<file path="src/rtl/seq_mul_ctrl.sv">
// seq_mul_ctrl: shift-add sequential multiplier driving an external combinational adder.
// Optional: define SEQ_MUL_ZERO_BYPASS_EN to finish zero-operand multiplies without stepping.
module seq_mul_ctrl #(
    parameter int unsigned WIDTH = 7
) (
    input  logic                 clk,
    input  logic                 rst,
    input  logic                 start,
    input  logic [WIDTH-1:0]     a,
    input  logic [WIDTH-1:0]     b,
    output logic                 busy,
    output logic                 done,
    output logic [2*WIDTH-1:0]   product,
    output logic [WIDTH-1:0]     add_x,
    output logic [WIDTH-1:0]     add_y,
    input  logic [WIDTH:0]       add_s
);
    localparam int unsigned   CW   = $clog2(WIDTH + 1);
    localparam logic [CW-1:0] LAST = CW'(WIDTH - 1);

    typedef enum logic [1:0] {IDLE, CALC, DONE} state_t;

    state_t             r_state;
    state_t             w_next;
    logic [WIDTH-1:0]   r_mcand;
    logic [2*WIDTH-1:0] r_acc;
    logic [2*WIDTH-1:0] r_product;
    logic [CW-1:0]      r_cnt;
    logic               w_accept;
    logic               w_bypass;
    logic               w_last;
    logic [2*WIDTH-1:0] w_step;

    assign w_accept = (r_state == IDLE) && start;
    assign w_last   = (r_state == CALC) && (r_cnt == LAST);
    // Carry-out becomes the new MSB as the accumulator shifts right.
    assign w_step   = {add_s, r_acc[WIDTH-1:1]};

`ifdef SEQ_MUL_ZERO_BYPASS_EN
    assign w_bypass = (a == '0) || (b == '0);
`else
    assign w_bypass = 1'b0;
`endif

    always_ff @(posedge clk) begin
        if (rst) begin
            r_state <= IDLE;
        end else begin
            r_state <= w_next;
        end
    end

    always_comb begin
        w_next = r_state;
        case (r_state)
            IDLE:    if (start) w_next = w_bypass ? DONE : CALC;
            CALC:    if (w_last) w_next = DONE;
            DONE:    w_next = IDLE;
            default: w_next = IDLE;
        endcase
    end

    always_comb begin
        busy  = 1'b0;
        done  = 1'b0;
        add_x = '0;
        add_y = '0;
        case (r_state)
            CALC: begin
                busy  = 1'b1;
                add_x = r_acc[2*WIDTH-1:WIDTH];
                add_y = r_acc[0] ? r_mcand : '0;
            end
            DONE: begin
                busy = 1'b1;
                done = 1'b1;
            end
            default: ;
        endcase
    end

    always_ff @(posedge clk) begin
        if (rst) begin
            r_mcand   <= '0;
            r_acc     <= '0;
            r_cnt     <= '0;
            r_product <= '0;
        end else if (w_accept) begin
            r_mcand <= a;
            r_acc   <= {{WIDTH{1'b0}}, b};
            r_cnt   <= '0;
            if (w_bypass) r_product <= '0;
        end else if (r_state == CALC) begin
            r_acc <= w_step;
            r_cnt <= r_cnt + CW'(1);
            if (w_last) r_product <= w_step;
        end
    end

    assign product = r_product;
endmodule

</file>
<file path="config.mk">
export PLATFORM = sky130hd
export DESIGN_NAME = seq_mul_ctrl
export DESIGN_NICKNAME = d
export VERILOG_FILES = /design/src/rtl/seq_mul_ctrl.sv
export SDC_FILE = /design/constraint.sdc
export NUM_CORES = 1
export LEC_CHECK = 0
export CORE_MARGIN = 2
export CORE_UTILIZATION = 45
export CTS_BUF_LIST = sky130_fd_sc_hd__clkbuf_4 sky130_fd_sc_hd__clkbuf_8
export DETAILED_ROUTE_END_ITERATION = 8
export PLACE_DENSITY = 0.74
export SYNTH_ARGS = -nofsm -noshare
export SYNTH_HDL_FRONTEND = slang
export SYNTH_SLANG_ARGS = --single-unit
</file>
<file path="constraint.sdc">
create_clock -name clk -period 2 [get_ports clk]
set_input_delay 0.3 -clock clk [delete_from_list [all_inputs] [get_ports clk]]
set_output_delay 0.3 -clock clk [all_outputs]
set_load 0.01 [all_outputs]
</file>
Yosys cells after proc, flatten, opt, wreduce, memory -nomap -nowiden
Index checks and enable logic that the tools add are counted.
- add/sub/neg operators: 1
- eq/ne operators: 5
- bitwise gates (word level): 1
- mux-type cells: 10
- reduce and logical (&&, ||, !) cells: 8
- operators by type and width (cell ; number):
    7-bit two-way mux ; 5
    2-bit two-way mux ; 2
    2-bit inequality test, second input constant ; 2
    2-bit one-hot mux with 2 select lines ; 1
    2-bit OR reduction ; 2
    3-bit by 1-bit adder with 3-bit output, second input constant ; 1
    3-bit equality test, second input constant ; 1
    3-bit AND reduction ; 1
    2-bit by 1-bit equality test with 1-bit output, second input constant ; 1
    2-bit equality test, second input constant ; 1
    1-bit logical AND ; 2
    2-bit logical NOT ; 1
    1-bit two-way mux ; 2
    2-bit AND reduction ; 1
    2-bit nonzero test ; 1
    1-bit NOT ; 1
- register bits after elaboration: 40

Depth between registers and ports, before layout
- depth after elaboration: 4
- mapped depth: 7
- gate-level depth less buffers: 5

Worst setup path after synthesis
OpenSTA, ideal clock, no wires.
- path type: reg-to-reg
- start point: register r_state[0]
- end point: register r_product[0] (netlist: product[0])
- cell stages (with the launch flop): 8
- data required time: 1.928 ns
- path buffers: 2
- arrival: 1.605 ns
- slack: 0.323 ns
- path through: dfxtp_1 > inv_1 > ha_1 > and2_4 > buf_6 > nor3b_4 > buf_8 > mux2i_1
- word-level cells in the longest chain between the ends: 4
- elaborated cells on any way between the ends: 6
- classes of those cells: 1 x eq/ne; 1 x bitwise; 4 x reduce/logical
- RTL lines (what ; line ; text):
    start: declaration ; 23 ; state_t r_state;
    start signal: assignment ; 49 ; r_state <= w_next;
    2-bit logical NOT ; 34 ; assign w_accept = (r_state == IDLE) && start;
    1-bit logical AND ; 34 ;
    1-bit NOT (no line) ; - ;
    3-bit AND reduction (no line) * ; - ;
    end signal: assignment ; 96 ; if (w_last) r_product <= w_step;
    end: declaration ; 27 ; logic [2*WIDTH-1:0] r_product;
Every way passes the cells marked *; elsewhere a longest branch is shown, timed or not.
A chain may end at the register's enable or synchronous reset.

Worst setup path in the final report
- start point: register r_state[0]
- end point: output busy
- word-level cells in the longest chain between the ends: 3
- elaborated cells on any way between the ends: 4
- classes of those cells: 2 x eq/ne; 1 x mux; 1 x reduce/logical
- RTL lines (what ; line ; text):
    2-bit by 1-bit equality test with 1-bit output / 2-bit equality test (equally long branches) ; 68 ; case (r_state)
    2-bit OR reduction (no line) * ; - ;
    1-bit two-way mux * ; 68 ;
    end: declaration ; 11 ; output logic busy,
Marked as above.

==> flow_metrics.tcl <==
set metrics [dict create \
    outcome "complete, no violations" \
    multi_input_area_sq_um 973 \
    ant_nets 0 \
    wire_per_inst_um 12.8 \
    floorplan.initialDensity_pct 46.6 \
    drt-initial-drc-count 65 \
    synth.ff_latch_count 40 \
    yosysSeqAreaShare_pct 43.3 \
    fp-row-count 23 \
    finalHoldViolCount 0 \
    yosys.area.top_type "dfxtp_1" \
    period_minus_slack_ns 1.87 \
    die_y_um 68.1 \
    arrival_ns 1.57 \
    synthArstFlopShare_pct 0 \
    yosysWarnings 0 \
    die_x_um 68.1 \
    start_kind "register" \
    final_core_util_pct 65.1 \
    p_per_area_mw_per_mm2 914 \
    p_leak_nw 1.08 \
    fin_nets 282 \
    slew_headroom_pct 75.0 \
    synth.area.top_cells "dfxtp_1 (43%), mux2i_1 (16%), nand2b_1 (11%)" \
    drc 0 \
    synth_edf_count 0 \
    setup_viol 0 \
    path_clk_slew_ns 0.07 \
    finalCritPeriodShare_pct 93.7 \
    drive_gt1_share_pct 7.97 \
    ys_types 20 \
    coreArea_sq_mm 0.00397 \
    synthCells 196 \
    die-area_sq_mm 0.00464 \
    rsz0062_at_grt "no" \
    n_antenna_cell 0 \
    crit_type "register to output port" \
    maxCapViolCount 0 \
    grt.total_usage_pct 18.0 \
    area_growth_pct 39.7 \
    cp-end-kind "output port" \
    max_freq_mhz 534 \
    syn_nets 228 \
    portBuffers 54 \
    ff_latch_area_sq_um 802 \
    synthFlopType "dfxtp_1" \
    dp_slack_ns 0.115 \
    vias 1425 \
    first_pass_iters 4 \
    grt-ovfl-total 0 \
    cts_max_path_buffers 2 \
    insertion_delay_ns 0.29 \
    io_pins 55 \
    hold_class "register to register" \
    worst_hold_slack_ns 0.454 \
    finClkSkew_ns 0.00628 \
    vias_per_cell 4.73 \
    fillers 363 \
    worst_pin_slew_ns 0.375 \
    clock_sinks 40 \
    grt_first_pass_wirelength_um 6230 \
    cts_htree_levels 2 \
    cp.required_ns 1.70 \
    hpwl_um 2570 \
    gp_congestion 0.667 \
    synthDominantCellAreaShare_pct 43.3 \
    grt_pass1_vias 1338 \
    path_max_fanout 4 \
    peakVddDrop_uv 822 \
    cts_root_buf "clkbuf_8" \
    drt-total-wl_um 3840 \
    setup_slack_ns 0.126 \
    dpl_cell_area_sq_mm 0.00245 \
    design_area_sq_mm 0.00258 \
    tns_ns 0 \
    report.final.slew_viol_count 0 \
    synth_area_sq_mm 0.00185 \
    grt_max_degree 28 \
    grt_antenna_before_repair 0 \
    cts_inserted_buffers 5 \
    synth.avg_cell_area_sq_um 9.44 \
    cts_tree "yes" \
]
-- Yosys cell counts, types with 3 or more instances --
| master | number |
|---|---|
| a211oi_1 | 8 |
| a21oi_1 | 8 |
| and2_1 | 7 |
| and3_1 | 7 |
| buf_2 | 4 |
| clkbuf_1 | 8 |
| dfxtp_1 | 40 |
| ha_1 | 7 |
| inv_1 | 3 |
| mux2i_1 | 30 |
| nand2_1 | 17 |
| nand2b_1 | 33 |
| nor2_1 | 17 |
-- area by class of cell --
class / instances / share of cell area, %
tap: 50 / 2.42
multi-input combinational: 139 / 37.7
timing repair buffer: 61 / 24.6
sequential: 40 / 31.0
clock buffer: 8 / 3.78
inverter: 3 / 0.436
-- cell usage in the layout (no fill, tap or decap), drive strengths merged --
master and count:
dlygate4sd2 11, inv 3, buf 6, a211oi 8
and2 8, a21oi 8, dlymetal6s2s 3, clkbuf 8
nand2 17, mux2i 30, nor2 17, nand2b 33
xnor2 1, nor2b 1, dfxtp 40, bufbuf 1
ha 7, nor3b 1, xor2 1, clkdlybuf4s50 40
and3 7
-- through the flow --
step	std cells	total power [W]
3_3_place_gp	292	0.00171
2_1_floorplan	196	0.00150
4_1_cts	301	0.00239
5_1_grt	301	0.00252
6_report	301	0.00236
3_5_place_dp	292	0.00173
-- layer usage --
layer	GRT usage (%)	up-vias	part of all wire, %
met3	5.26	5	4.4
li1	-	749	-
met1	23.4	639	46
met4	4.50	0	1.1
met2	29.1	32	48
met5	0	-	0
-- state kept, by name (all words and copies together) (netlist names) --
name	count
product	14
r_mcand	7
r_acc	14
r_state	2
r_cnt	3
-- power by group --
group	internal (W)	total (W)	switching [W]	leakage, nW
combinational	0.000427	0.000791	0.000364	0.702
sequential	0.000913	0.00100	0.0000902	0.326
clock	0.000308	0.000567	0.000258	0.0523
-- worst paths after layout --
check | startpoint | to | slack (ns) | depth (start not counted)
worst min register to register | r_mcand[1] | r_mcand[1] | 0.45 | 2
worst min-delay path | r_mcand[1] | r_mcand[1] | 0.45 | 2
worst max register to register | r_state[0] | product[1] | 0.28 | 6
worst max-delay path | r_state[0] | busy | 0.13 | 3
-- critical path, cell delays in order, from the launching register on --
cell,delay [ns]
dfxtp_2,0.38
inv_1,0.09
ha_1,0.28
clkdlybuf4s50_1,0.53
-- logic make-up (layout without fill, tap and decap cells) --
kind of cell	after synthesis	after routing	synth area share, %
simple gates	84	84	24.6
flops	40	40	43.3
mux	30	30	16.2
buf+inv	17	72	4.74
compound gates	16	16	5.41
fa+ha+maj	7	7	4.74
xor+xnor	2	2	0.947
-- repair_timing --
action,in CTS,in global routing
hold buffers,0,0
pin swaps,0,0
gates cloned,1,0
setup endpoints to repair,14,3
gates resized for setup,15,3
setup buffers,0,0
Note: power is estimated with default switching activity, not from simulation.
